--- config.mk ---
export PLATFORM = sky130hd
export DESIGN_NAME = mem_arbiter_flat
export DESIGN_NICKNAME = d
export VERILOG_FILES = /design/src/rtl/mem_arbiter_if.sv /design/src/rtl/mem_arbiter.sv /design/src/flat_wrapper.sv
export SDC_FILE = /design/constraint.sdc
export NUM_CORES = 1
export LEC_CHECK = 0
export BUFFER_PORTS_ARGS = -buffer_cell sky130_fd_sc_hd__buf_2
export CAP_MARGIN = 20
export CELL_PAD_IN_SITES_DETAIL_PLACEMENT = 2
export CELL_PAD_IN_SITES_GLOBAL_PLACEMENT = 2
export CORE_ASPECT_RATIO = 1.1
export CORE_MARGIN = 1
export CORE_UTILIZATION = 20
export CTS_CLUSTER_SIZE = 10
export DETAILED_ROUTE_END_ITERATION = 10
export PLACE_DENSITY_LB_ADDON = 0.1
export SLEW_MARGIN = 20
export SYNTH_ARGS = -nofsm -noshare
export SYNTH_HDL_FRONTEND = slang
export SYNTH_SLANG_ARGS = --single-unit
--- constraint.sdc ---
create_clock -name clk -period 3.2 [get_ports clk]
set_clock_uncertainty 0.15 [all_clocks]
set_input_delay 0.16 -clock clk [delete_from_list [all_inputs] [get_ports clk]]
set_output_delay 0.16 -clock clk [all_outputs]
set_load 0.005 [all_outputs]
--- src/rtl/mem_arbiter_if.sv ---
// rtl/mem_arbiter_if.sv - fetch/load-store request ports and veda memory bus of mem_arbiter
interface mem_arbiter_if #(
  parameter int ADDRESS_WIDTH = 6,
  parameter int DATA_SIZE     = 32
);
  logic                     if_req;
  logic [ADDRESS_WIDTH:0]   if_addr;
  logic                     if_ack;
  logic [DATA_SIZE-1:0]     if_rdata;

  logic                     ls_req;
  logic                     ls_we;
  logic [ADDRESS_WIDTH:0]   ls_addr;
  logic [DATA_SIZE-1:0]     ls_wdata;
  logic                     ls_ack;
  logic [DATA_SIZE-1:0]     ls_rdata;

  logic                     mem_write_enable;
  logic [ADDRESS_WIDTH:0]   mem_addr;
  logic [DATA_SIZE-1:0]     mem_datain;
  logic [DATA_SIZE-1:0]     mem_dataout;

  logic                     busy;

  // Requesters and veda side
  modport master (
    output if_req, if_addr, ls_req, ls_we, ls_addr, ls_wdata, mem_dataout,
    input  if_ack, if_rdata, ls_ack, ls_rdata,
    input  mem_write_enable, mem_addr, mem_datain, busy
  );

  // Arbiter side
  modport slave (
    input  if_req, if_addr, ls_req, ls_we, ls_addr, ls_wdata, mem_dataout,
    output if_ack, if_rdata, ls_ack, ls_rdata,
    output mem_write_enable, mem_addr, mem_datain, busy
  );
endinterface

--- src/rtl/mem_arbiter.sv ---
// rtl/mem_arbiter.sv - round-robin arbiter sharing single-port veda between fetch and load/store
module mem_arbiter #(
  parameter int ADDRESS_WIDTH = 6,
  parameter int DATA_SIZE     = 32
) (
  input  logic           clk,
  input  logic           rst,
  mem_arbiter_if.slave   bus
);

  typedef enum logic [1:0] {IDLE, ACCESS, RESP} state_t;

  localparam logic PORT_IF = 1'b0;
  localparam logic PORT_LS = 1'b1;

  state_t                 state_q, state_d;
  logic                   last_grant_q, last_grant_d;
  logic                   grant_q, grant_d;
  logic [ADDRESS_WIDTH:0] cmd_addr_q, cmd_addr_d;
  logic                   cmd_we_q, cmd_we_d;
  logic [DATA_SIZE-1:0]   cmd_wdata_q, cmd_wdata_d;
  logic                   mem_we_q, mem_we_d;
  logic                   if_ack_q, if_ack_d;
  logic                   ls_ack_q, ls_ack_d;
  logic                   sel_valid;
  logic                   sel_ls;

  always_comb begin
    state_d      = state_q;
    last_grant_d = last_grant_q;
    grant_d      = grant_q;
    cmd_addr_d   = cmd_addr_q;
    cmd_we_d     = cmd_we_q;
    cmd_wdata_d  = cmd_wdata_q;
    mem_we_d     = 1'b0;
    if_ack_d     = 1'b0;
    ls_ack_d     = 1'b0;
    sel_valid    = 1'b0;
    sel_ls       = 1'b0;

    case (state_q)
      IDLE: begin
        if (bus.if_req || bus.ls_req) begin
          sel_valid = 1'b1;
          sel_ls    = bus.ls_req && (!bus.if_req || (last_grant_q == PORT_IF));
        end
      end
      ACCESS: begin
        state_d  = RESP;
        if_ack_d = (grant_q == PORT_IF);
        ls_ack_d = (grant_q == PORT_LS);
      end
      RESP: begin
        // The just-acked port's req is still high here, so only the other port may chain in.
        state_d = IDLE;
        if (grant_q == PORT_LS && bus.if_req) begin
          sel_valid = 1'b1;
          sel_ls    = 1'b0;
        end else if (grant_q == PORT_IF && bus.ls_req) begin
          sel_valid = 1'b1;
          sel_ls    = 1'b1;
        end
      end
      default: state_d = IDLE;
    endcase

    if (sel_valid) begin
      state_d      = ACCESS;
      grant_d      = sel_ls;
      last_grant_d = sel_ls;
      cmd_addr_d   = sel_ls ? bus.ls_addr : bus.if_addr;
      cmd_we_d     = sel_ls && bus.ls_we;
      cmd_wdata_d  = sel_ls ? bus.ls_wdata : '0;
      mem_we_d     = sel_ls && bus.ls_we;
    end
  end

  always_ff @(posedge clk) begin
    if (rst) begin
      state_q      <= IDLE;
      last_grant_q <= PORT_IF;
      grant_q      <= PORT_IF;
      cmd_addr_q   <= '0;
      cmd_we_q     <= 1'b0;
      cmd_wdata_q  <= '0;
      mem_we_q     <= 1'b0;
      if_ack_q     <= 1'b0;
      ls_ack_q     <= 1'b0;
    end else begin
      state_q      <= state_d;
      last_grant_q <= last_grant_d;
      grant_q      <= grant_d;
      cmd_addr_q   <= cmd_addr_d;
      cmd_we_q     <= cmd_we_d;
      cmd_wdata_q  <= cmd_wdata_d;
      mem_we_q     <= mem_we_d;
      if_ack_q     <= if_ack_d;
      ls_ack_q     <= ls_ack_d;
    end
  end

  // veda returns read data during RESP, so rdata is gated through rather than registered.
  assign bus.if_rdata         = if_ack_q ? bus.mem_dataout : '0;
  assign bus.ls_rdata         = (ls_ack_q && !cmd_we_q) ? bus.mem_dataout : '0;
  assign bus.if_ack           = if_ack_q;
  assign bus.ls_ack           = ls_ack_q;
  assign bus.mem_write_enable = mem_we_q;
  assign bus.mem_addr         = cmd_addr_q;
  assign bus.mem_datain       = cmd_wdata_q;
  assign bus.busy             = (state_q != IDLE);

endmodule

--- src/flat_wrapper.sv ---
// flat-port wrapper written by rule: the top's interface ports become plain ports
module mem_arbiter_flat 
#(
  parameter int ADDRESS_WIDTH = 6,
  parameter int DATA_SIZE     = 32
)
  (clk, rst, bus_if_req, bus_if_addr, bus_ls_req, bus_ls_we, bus_ls_addr, bus_ls_wdata, bus_mem_dataout, bus_if_ack, bus_if_rdata, bus_ls_ack, bus_ls_rdata, bus_mem_write_enable, bus_mem_addr, bus_mem_datain, bus_busy);
  mem_arbiter_if #(.ADDRESS_WIDTH(ADDRESS_WIDTH), .DATA_SIZE(DATA_SIZE)) bus_i ();
  input  logic clk;
  input  logic rst;
  input wire logic [$bits(bus_i.if_req)-1:0] bus_if_req;
  input wire logic [$bits(bus_i.if_addr)-1:0] bus_if_addr;
  input wire logic [$bits(bus_i.ls_req)-1:0] bus_ls_req;
  input wire logic [$bits(bus_i.ls_we)-1:0] bus_ls_we;
  input wire logic [$bits(bus_i.ls_addr)-1:0] bus_ls_addr;
  input wire logic [$bits(bus_i.ls_wdata)-1:0] bus_ls_wdata;
  input wire logic [$bits(bus_i.mem_dataout)-1:0] bus_mem_dataout;
  output wire logic [$bits(bus_i.if_ack)-1:0] bus_if_ack;
  output wire logic [$bits(bus_i.if_rdata)-1:0] bus_if_rdata;
  output wire logic [$bits(bus_i.ls_ack)-1:0] bus_ls_ack;
  output wire logic [$bits(bus_i.ls_rdata)-1:0] bus_ls_rdata;
  output wire logic [$bits(bus_i.mem_write_enable)-1:0] bus_mem_write_enable;
  output wire logic [$bits(bus_i.mem_addr)-1:0] bus_mem_addr;
  output wire logic [$bits(bus_i.mem_datain)-1:0] bus_mem_datain;
  output wire logic [$bits(bus_i.busy)-1:0] bus_busy;
  assign bus_i.if_req = bus_if_req;
  assign bus_i.if_addr = bus_if_addr;
  assign bus_i.ls_req = bus_ls_req;
  assign bus_i.ls_we = bus_ls_we;
  assign bus_i.ls_addr = bus_ls_addr;
  assign bus_i.ls_wdata = bus_ls_wdata;
  assign bus_i.mem_dataout = bus_mem_dataout;
  assign bus_if_ack = bus_i.if_ack;
  assign bus_if_rdata = bus_i.if_rdata;
  assign bus_ls_ack = bus_i.ls_ack;
  assign bus_ls_rdata = bus_i.ls_rdata;
  assign bus_mem_write_enable = bus_i.mem_write_enable;
  assign bus_mem_addr = bus_i.mem_addr;
  assign bus_mem_datain = bus_i.mem_datain;
  assign bus_busy = bus_i.busy;
  mem_arbiter #(.ADDRESS_WIDTH(ADDRESS_WIDTH), .DATA_SIZE(DATA_SIZE)) u_core (.clk(clk), .rst(rst), .bus(bus_i));
endmodule
==> results.sh <==
export IMPL_critical_path_endpoint_type="flop"
export IMPL_fmax_ghz=0.477
export IMPL_via_per_inst=4.30
export IMPL_top_library_cells_by_usage_in_the_layout_fill_and_taps_aside="sky130_fd_sc_hd__buf_2 (189), sky130_fd_sc_hd__and2_1 (66), sky130_fd_sc_hd__dlygate4sd3_1 (46), sky130_fd_sc_hd__dfxtp_1 (46), sky130_fd_sc_hd__a22o_1 (33)"
export IMPL_postSynthAreaPerCell_um2=10.4
export IMPL_fp_dieArea_mm2=0.0103
export IMPL_setup_worst_path_class="flop to flop"
export IMPL_cts_sink_count=46
export IMPL_postSynth_asyncResetShare_pct=0
export IMPL_grt_start_max_net_pins=36
export IMPL_worstMarginPinSlew_ns=0.830
export IMPL_timing_critical_path_required_ns=3.23
export IMPL_yosys_register_bits=46
export IMPL_antenna_found_initial=0
export IMPL_mappedNetlistNets=273
export IMPL_first_iter_violations=32
export IMPL_cpLargestDelayFamily="buffers and inverters"
export IMPL_status="complete, no violations"
export IMPL_drt_pass1_iterations=4
export IMPL_cts_root_buffer="sky130_fd_sc_hd__clkbuf_8"
export IMPL_worst_hold_path_type="input pin to flop"
export IMPL_share_of_final_layout_standard_cells_stronger_than_drive_strength_1_pct=48.2
export IMPL_min_path_cells=3
export IMPL_synth_sequential_area_ratio_pct=46.6
export IMPL_power_per_cell_area_mw_per_mm2=366
export IMPL_setup_repair_after_global_routing_missed_its_margin="false"
export IMPL_gr_total_overflow=0
export IMPL_yosys_cell_types_count=24
export IMPL_timing_final_crit_period_ns=2.10
export IMPL_grt_first_pass_wirelength_mm=13.0
export IMPL_timing_max_slew_rel_slack_pct=44.6
export IMPL_cts_max_level=2
export IMPL_cts_max_path_buffers=2
export IMPL_worst_hold_path_endpoint="u_core.bus.mem_addr[1]"
export IMPL_ios=190
export IMPL_ant_nets=0
export IMPL_totalNegativeSetupSlack_ns=0
export IMPL_clock_latency_ns=0.29
export IMPL_critical_path_arrival_ns=2.13
export IMPL_floorplan_initialDensity_pct=20.8
export IMPL_ir_drop_mv=0.205
export IMPL_core_area_mm2=0.00949
export IMPL_reg2reg_to="u_core.bus.mem_addr[6]"
export IMPL_slew_viol_final=0
export IMPL_port_buffers=189
export IMPL_cp_slowest_stage_delay_ns=0.57
export IMPL_synthFlopType="sky130_fd_sc_hd__dfxtp_1"
export IMPL_rr_startpoint="u_core.state_q[1]"
export IMPL_setup_reg_to_reg_worst_slack_ns=1.10
export IMPL_route_vias_total=2312
export IMPL_cts_clk_slew_worst_paths_ns=0.08
export IMPL_synth_edff_count=0
export IMPL_timing_critical_path_from_type="flop"
export IMPL_fin_total_pwr_mw=1.30
export IMPL_critical_path_slowest_cell="sky130_fd_sc_hd__dlygate4sd3_1"
export IMPL_hp_start="bus_ls_addr[1]"
export IMPL_postSynthCellCount=190
export IMPL_nets=503
export IMPL_floorplan_die_width_um=96.8
export IMPL_final_min_period_over_clock_period_pct=65.5
export IMPL_finalWirelength_mm=8.40
export IMPL_final_setup_worst_slack_ns=1.10
export IMPL_count_of_max_cap_constraint_violations=0
export IMPL_dpl_worst_slack_ns=1.59
export IMPL_gpl_final_weighted_congestion=0.686
export IMPL_report_final_setup_viol=0
export IMPL_clock_tree_from_tritoncts="done"
export IMPL_worst_path_max_fanout=7
export IMPL_grt_pass1_vias=2434
export IMPL_area_growth_syn_to_layout_pct=79.3
export IMPL_commonest_non_fill_non_tap_cell_in_the_layout="sky130_fd_sc_hd__buf_2"
export IMPL_reg2reg_depth=5
export IMPL_layout_fillers=1074
export IMPL_fp_dieH_um=106
export IMPL_worstPathCellList="o21ai_1 -> nand3b_1 -> mux2i_1 -> dlygate4sd3_1 -> o2bb2ai_1"
export IMPL_floorplan_rows=37
export IMPL_cts_made_buffers=5
export IMPL_static_leakage_power_nw=1.97
export IMPL_remaining_drc_errors=0
export IMPL_critical_path_n_buffers_inverters=1
export IMPL_routed_wire_length_per_instance_um=15.6
export IMPL_report_final_hold_viol_count=0
export IMPL_ys_warnings_count=0
export IMPL_grt_use_total_pct=16.0
export IMPL_netlist_area_mm2=0.00198
export IMPL_post_dp_hpwl_mm=6.02
export IMPL_antenna_diode_count=0
per-layer routing:
metal	wire, um	share of wire (%)	up-vias	track usage, %
met1	3120	37	1092	16.6
met4	105	1.3	0	4.26
met5	0	0	-	0
met2	4620	55	99	31.3
met3	551	6.6	8	4.21
li1	-	-	1113	-
what timing repair did:
| action | in CTS | in global routing |
|---|---|---|
| buffers inserted | 0 | 0 |
| hold endpoints to repair | 41 | 0 |
| gates resized for setup | 0 | 0 |
| hold buffers | 46 | 0 |
cell type report:
| class | count | area [um^2] | share of cell area [%] |
|---|---|---|---|
| Sequential cell | 46 | 921 | 26.0 |
| Multi-Input combinational cell | 127 | 940 | 26.5 |
| Tap cell | 117 | 146 | 4.13 |
| Inverter | 1 | 3.75 | 0.106 |
| Clock buffer | 7 | 86.3 | 2.44 |
| Timing Repair Buffer | 239 | 1440 | 40.6 |
| Clock inverter | 1 | 8.76 | 0.247 |
state kept, by name (all words and copies together) (netlist names):
register and cells:
u_core.cmd_we_q 1, u_core.state_q 2, u_core.last_grant_q 1, u_core.bus.ls_ack 1, u_core.bus.if_ack 1, u_core.bus.mem_addr 7, u_core.bus.mem_write_enable 1, u_core.bus.mem_datain 32
cells in the mapped netlist, types with 2 or more instances:
master,instances,share of area (%)
sky130_fd_sc_hd__mux2i_1,7,3.5
sky130_fd_sc_hd__dfxtp_1,46,47
sky130_fd_sc_hd__and2_1,66,21
sky130_fd_sc_hd__nor2b_1,2,0.63
sky130_fd_sc_hd__a22o_1,33,15
sky130_fd_sc_hd__buf_6,5,2.8
sky130_fd_sc_hd__o2bb2ai_1,7,3.1
sky130_fd_sc_hd__clkbuf_1,6,1.1
sky130_fd_sc_hd__buf_4,3,1.1
logic make-up after synthesis:
family          synth area share (%)
mux                             3.55
flops                           46.6
buf+inv                         5.83
compound gates                  19.8
simple gates                    24.3
how the worst max path moves through the flow:
stage / start / to / cells past startpoint
final: u_core.state_q[1] / u_core.bus.mem_addr[6] / 5
after global routing: u_core.state_q[1] / u_core.bus.mem_addr[6] / 5
after CTS: u_core.state_q[1] / u_core.bus.mem_addr[2] / 5
after detailed placement: u_core.state_q[1] / u_core.bus.mem_addr[1] / 4
after global placement: u_core.state_q[1] / u_core.bus.mem_addr[1] / 4
after floorplan: u_core.state_q[1] / u_core.bus.mem_datain[29] / 6
power by group:
group	total, mW	switching, mW	internal, mW
registers	0.642	0.0293	0.612
clock network	0.386	0.207	0.179
logic	0.269	0.109	0.160
total	1.30	0.346	0.951
worst reg2reg max path: stages, from the launching register on:
cell                            delay [ns]
sky130_fd_sc_hd__dfxtp_1              0.36
sky130_fd_sc_hd__o21ai_1              0.20
sky130_fd_sc_hd__nand3b_1             0.38
sky130_fd_sc_hd__mux2i_1              0.27
sky130_fd_sc_hd__dlygate4sd3_1        0.57
sky130_fd_sc_hd__o2bb2ai_1            0.06
stage by stage:
| step | util, % | hold slack, ns | instances | cell area (um^2) |
|---|---|---|---|---|
| 4_1_cts | 37.3 | 0.0130 | 538 | 3540 |
| 5_1_grt | 37.3 | 0.0295 | 538 | 3540 |
| 3_3_place_gp | 31.5 | 0.219 | 484 | 2990 |
| 6_report | 37.3 | 0.0168 | 538 | 3540 |
| 3_5_place_dp | 31.5 | 0.225 | 484 | 2990 |
| 2_1_floorplan | - | 0.101 | 190 | 1980 |
Power figures use the tool's default switching activity.
